$ cat config.mk
export PLATFORM = sky130hd
export DESIGN_NAME = audio_adc_sampler
export DESIGN_NICKNAME = d
export VERILOG_FILES = /design/src/rtl/audio_adc_sampler.sv
export SDC_FILE = /design/constraint.sdc
export NUM_CORES = 1
export LEC_CHECK = 0
export ABC_AREA = 1
export CORE_MARGIN = 4
export CORE_UTILIZATION = 45
export CTS_CLUSTER_SIZE = 28
export DETAILED_ROUTE_END_ITERATION = 8
export PLACE_DENSITY_LB_ADDON = 0.25
export SYNTH_ARGS = -nofsm -noshare
export SYNTH_HDL_FRONTEND = slang
export SYNTH_SLANG_ARGS = --single-unit
$ cat constraint.sdc
create_clock -name clk -period 2.3 [get_ports clk]
set_input_delay 0.46 -clock clk [delete_from_list [all_inputs] [get_ports clk]]
set_output_delay 0.46 -clock clk [all_outputs]
set_load 0.005 [all_outputs]
$ cat src/rtl/audio_adc_sampler.sv
// MCP3202-class SPI ADC front end: converts left then right once per sample period and
// presents the pair as signed 16-bit PCM with a one-cycle valid strobe.
module audio_adc_sampler #(
  parameter int unsigned CLK_DIV    = 7,
  parameter int unsigned SAMPLE_DIV = 562
) (
  input  logic        clk,
  input  logic        reset_n,
  input  logic        enable,
  output logic        adc_clk,
  output logic        adc_cs,
  output logic        adc_mosi,
  input  logic        adc_miso,
  output logic [15:0] sample_l,
  output logic [15:0] sample_r,
  output logic        sample_valid,
  output logic        overrun
);

  localparam int unsigned TickW = (SAMPLE_DIV > 1) ? $clog2(SAMPLE_DIV) : 1;
  localparam int unsigned HalfW = $clog2(CLK_DIV);
  localparam logic [TickW-1:0] TickLast = TickW'(SAMPLE_DIV - 1);
  localparam logic [HalfW-1:0] HalfLast = HalfW'(CLK_DIV - 1);
  localparam logic [5:0] PhaseLast = 6'd33;

  typedef enum logic [2:0] {StIdle, StSetup, StShift, StHold, StGap, StDone} state_e;

  state_e             state_q;
  logic [TickW-1:0]   tick_cnt_q;
  logic [HalfW-1:0]   half_q;
  logic [5:0]         phase_q;
  logic               channel_q;
  logic               miso_meta_q, miso_sync_q;
  logic [11:0]        shift_q, left_q;
  logic               tick, half_end, capture;
  logic [5:0]         phase_inc;

  assign tick      = (tick_cnt_q == TickLast);
  assign half_end  = (half_q == HalfLast);
  assign phase_inc = phase_q + 6'd1;
  // Rising edge lands at half_q==0 of an odd phase; two flops later the bit sits in miso_sync_q.
  assign capture   = (state_q == StShift) && phase_q[0] && (half_q == HalfW'(1)) &&
                     (phase_q[5:1] >= 5'd5);

  function automatic logic cmd_bit(input logic [4:0] cyc, input logic ch);
    case (cyc)
      5'd0, 5'd1, 5'd3: return 1'b1;
      5'd2:             return ch;
      default:          return 1'b0;
    endcase
  endfunction

  function automatic logic [15:0] recode(input logic [11:0] d);
    return {~d[11], d[10:0], 4'b0000};
  endfunction

  always_ff @(posedge clk or negedge reset_n) begin
    if (!reset_n) begin
      tick_cnt_q  <= '0;
      miso_meta_q <= 1'b0;
      miso_sync_q <= 1'b0;
    end else begin
      tick_cnt_q  <= tick ? '0 : tick_cnt_q + TickW'(1);
      miso_meta_q <= adc_miso;
      miso_sync_q <= miso_meta_q;
    end
  end

  always_ff @(posedge clk or negedge reset_n) begin
    if (!reset_n) begin
      state_q      <= StIdle;
      half_q       <= '0;
      phase_q      <= '0;
      channel_q    <= 1'b0;
      shift_q      <= '0;
      left_q       <= '0;
      adc_clk      <= 1'b0;
      adc_cs       <= 1'b1;
      adc_mosi     <= 1'b0;
      sample_l     <= '0;
      sample_r     <= '0;
      sample_valid <= 1'b0;
      overrun      <= 1'b0;
    end else begin
      // Ticks are never queued: a busy FSM simply drops them.
      overrun      <= tick && (state_q != StIdle);
      sample_valid <= 1'b0;
      half_q       <= (state_q == StIdle || state_q == StDone || half_end) ?
                      '0 : half_q + HalfW'(1);
      if (capture) shift_q <= {shift_q[10:0], miso_sync_q};
      case (state_q)
        StIdle: begin
          if (tick && enable) begin
            state_q   <= StSetup;
            channel_q <= 1'b0;
            adc_cs    <= 1'b0;
            adc_mosi  <= 1'b1;
          end
        end
        StSetup: begin
          if (half_end) begin
            state_q <= StShift;
            phase_q <= '0;
          end
        end
        StShift: begin
          if (half_end) begin
            if (phase_q == PhaseLast) begin
              state_q  <= StHold;
              adc_clk  <= 1'b0;
              adc_mosi <= 1'b0;
            end else begin
              phase_q <= phase_inc;
              adc_clk <= phase_inc[0];
              if (!phase_inc[0]) adc_mosi <= cmd_bit(phase_inc[5:1], channel_q);
            end
          end
        end
        StHold: begin
          if (half_end) begin
            state_q <= StGap;
            adc_cs  <= 1'b1;
          end
        end
        StGap: begin
          if (half_end) begin
            if (!channel_q) begin
              left_q    <= shift_q;
              channel_q <= 1'b1;
              state_q   <= StSetup;
              adc_cs    <= 1'b0;
              adc_mosi  <= 1'b1;
            end else begin
              state_q      <= StDone;
              sample_l     <= recode(left_q);
              sample_r     <= recode(shift_q);
              sample_valid <= 1'b1;
            end
          end
        end
        StDone:  state_q <= StIdle;
        default: state_q <= StIdle;
      endcase
    end
  end

endmodule
==> results.toml <==
[worst_setup_path]
cp_slowest_stage_delay_ns = 0.53
crit_chain = "clkdlybuf4s50_1"
critPathKind = "reg -> out"
cp_max_fo = 2
crit_start = "adc_cs"
crit_family = "flip-flops"
end_kind = "output port"
crit_path_start_kind = "register"
crit_buf_inv = 1
cp.arrival_ns = 1.35
timing.reg2reg.setup_slack_ns = 0.58
slowest_stage = "dfstp_2"
r2r-start = "state_q[0]"
required_ns = 1.84

[timing]
post-route-period-util_pct = 78.9
max_freq_mhz = 551
fin_tns_setup_ns = 0
final-hold-violation-count = 0
finClkSkew_ns = 0.0163
setup_viol = 0
hold_slack_ns = 0.0812
slew_violations = 0
fin_ws_ns = 0.485
period_needed_ns = 1.81
rsz0062_at_grt = "no"

[place]
pre_cts_ws_ns = 0.575
finalWeightedCongestion = 0.806
dp_hpwl_um = 4760
io_buffers = 32

[floorplanning]
initial_core_util_pct = 46.2
die_y_um = 97.0
die_x_um = 97.0
rows = 32
coreArea_sq_mm = 0.00773
io_pins = 41
die-area_sq_mm = 0.00942

[synth]
synth_cells = 397
yosysMostFrequentCell = "nand2_1"
ys_ff_latch = 78
netlist-cell-type-count = 34
ys_top_cells_by_count = "nand2_1, dfrtp_1, inv_1"
synth.largest_area_cell = "dfrtp_1"
yosys_warnings = 0
async_flop_share_pct = 100
syn_avg_cell_area_sq_um = 8.99
ys_top_cells_by_area = "dfrtp_1, nand2_1, inv_1"
synth_top_area_share_pct = 54.0
ys_seq_area_share_pct = 54.8
syn-cell-area_sq_mm = 0.00357
synth_enable_flop_cells = 0
synth_ff_type = "dfrtp_1"

[routing]
route.antenna.remaining_nets = 0
drt-total-wl_um = 6630
drc = 0
num_vias = 2572
drtPass1Iterations = 4
wl_per_cell_um = 12.3
via_per_inst = 4.79
drtIter0Drc = 184

[cells_and_area]
syn_to_final_growth_pct = 15.7
layout.core_utilization_pct = 53.4
multi_input_area_sq_mm = 0.00132
drive_gt1_share_pct = 10.6
antennaDiodeCount = 0
n_fill_cell = 713
final_nets = 441
seq_area_sq_mm = 0.00195

[global_route]
overflow = 0
grt_pass1_wl_um = 12100
antenna_found_initial = 0
grt_util_all_layers_pct = 15.4
grt_pass1_vias = 2604
grt_max_degree = 44

[cts]
cts_max_level = 3
cts_buffer_depth = 2
clock_sinks = 78
cts_made_buffers = 9
cts_tree = "yes"
ctsResizeCount = 0
ctsRootBufferMaster = "clkbuf_8"
hold_buffers = 0
post_cts_buffers = 0
clock_latency_ns = 0.34
clk_pin_slew_ns = 0.08

[power]
power_w = 0.00251
power_leakage_nw = 1.97
ir_drop_mv = 0.356
power.density_mw_per_mm2 = 608

[hold_path]
hold_path_class = "in -> async"

[status]
status = "finished, final reports clean"

[flow_run]
maxCapViolCount = 0
worst reg2reg max path: cells and delay by family (launching register included):
| family | cells | cell delay, ns |
|---|---|---|
| AO/OA/AOI/OAI | 1 | 0.06 |
| flip-flops | 1 | 0.51 |
| buffers and inverters | 1 | 0.23 |
| AND/OR/NAND/NOR | 4 | 0.81 |
sequential cells by signal, summed over array words and instances (netlist names), 3 cells and up:
| signal | flops |
|---|---|
| half_q | 3 |
| left_q | 12 |
| phase_q | 6 |
| sample_l | 12 |
| sample_r | 12 |
| shift_q | 12 |
| state_q | 3 |
| tick_cnt_q | 10 |
layout make-up:
type / instances / share of cell area, %
Timing Repair Buffer: 34 / 8.36
Inverter: 45 / 4.15
Multi-Input combinational cell: 262 / 31.9
Clock buffer: 11 / 3.18
Sequential cell: 78 / 47.3
Clock inverter: 5 / 1.97
Tap cell: 102 / 3.09
logic make-up (layout without fill, tap and decap cells):
group	count (synthesis)	after routing	synth area share, %
muxes	1	1	0.316
adders and majority gates	7	7	2.46
AOI/OAI and AO/OA	55	55	9.37
DFF	78	78	54.8
xor gates and xnor gates	5	5	1.23
and+or+nand+nor	186	186	22.8
buffers and inverters	64	95	9.01
other	1	8	0.105
worst paths after layout:
path / to / depth (start not counted)
worst min register to register: miso_sync_q / 0
max in group asynchronous: half_q[1] / 2
worst max register to register: sample_r[15] / 6
worst min-delay path: sample_r[13] / 1
worst max-delay path: adc_cs / 1
min in group clk: miso_sync_q / 0
cells in the final DEF (no fill, tap or decap), types with 2 or more instances in the layout:
master / n
ha_1: 7
o21ai_1: 13
o22ai_1: 3
nor2_1: 30
clkbuf_8: 9
nand4_1: 6
nand2_2: 2
inv_1: 42
clkbuf_1: 2
o21ai_2: 13
xnor2_1: 4
nand2_1: 120
clkdlybuf4s50_1: 31
nand3_2: 2
nor2_4: 3
buf_4: 2
dfrtp_1: 77
bufinv_16: 2
nand3_1: 17
inv_2: 2
o21ai_0: 21
conb_1: 8
a21oi_1: 3
stage by stage:
stage | area, sq um | cells
floorplan | 3590 | 404
global placement | 3920 | 521
detailed placement | 3920 | 521
CTS | 4130 | 537
global route | 4130 | 537
finish | 4130 | 537
per-layer routing:
metal	global-route usage, %	share of wire (%)	up-vias
met5	0	0	-
li1	-	-	1305
met1	22.2	49	1212
met2	23.2	45	47
met4	5.51	1.7	0
met3	3.17	4.1	8
power breakdown:
group	internal, W	switching (W)	leakage, nW	total (W)
sequential	0.00137	0.000000427	1.04	0.00137
combinational	0.00000755	0.0000299	0.830	0.0000374
clock	0.000615	0.000486	0.104	0.00110
Power figures use the tool's default switching activity.
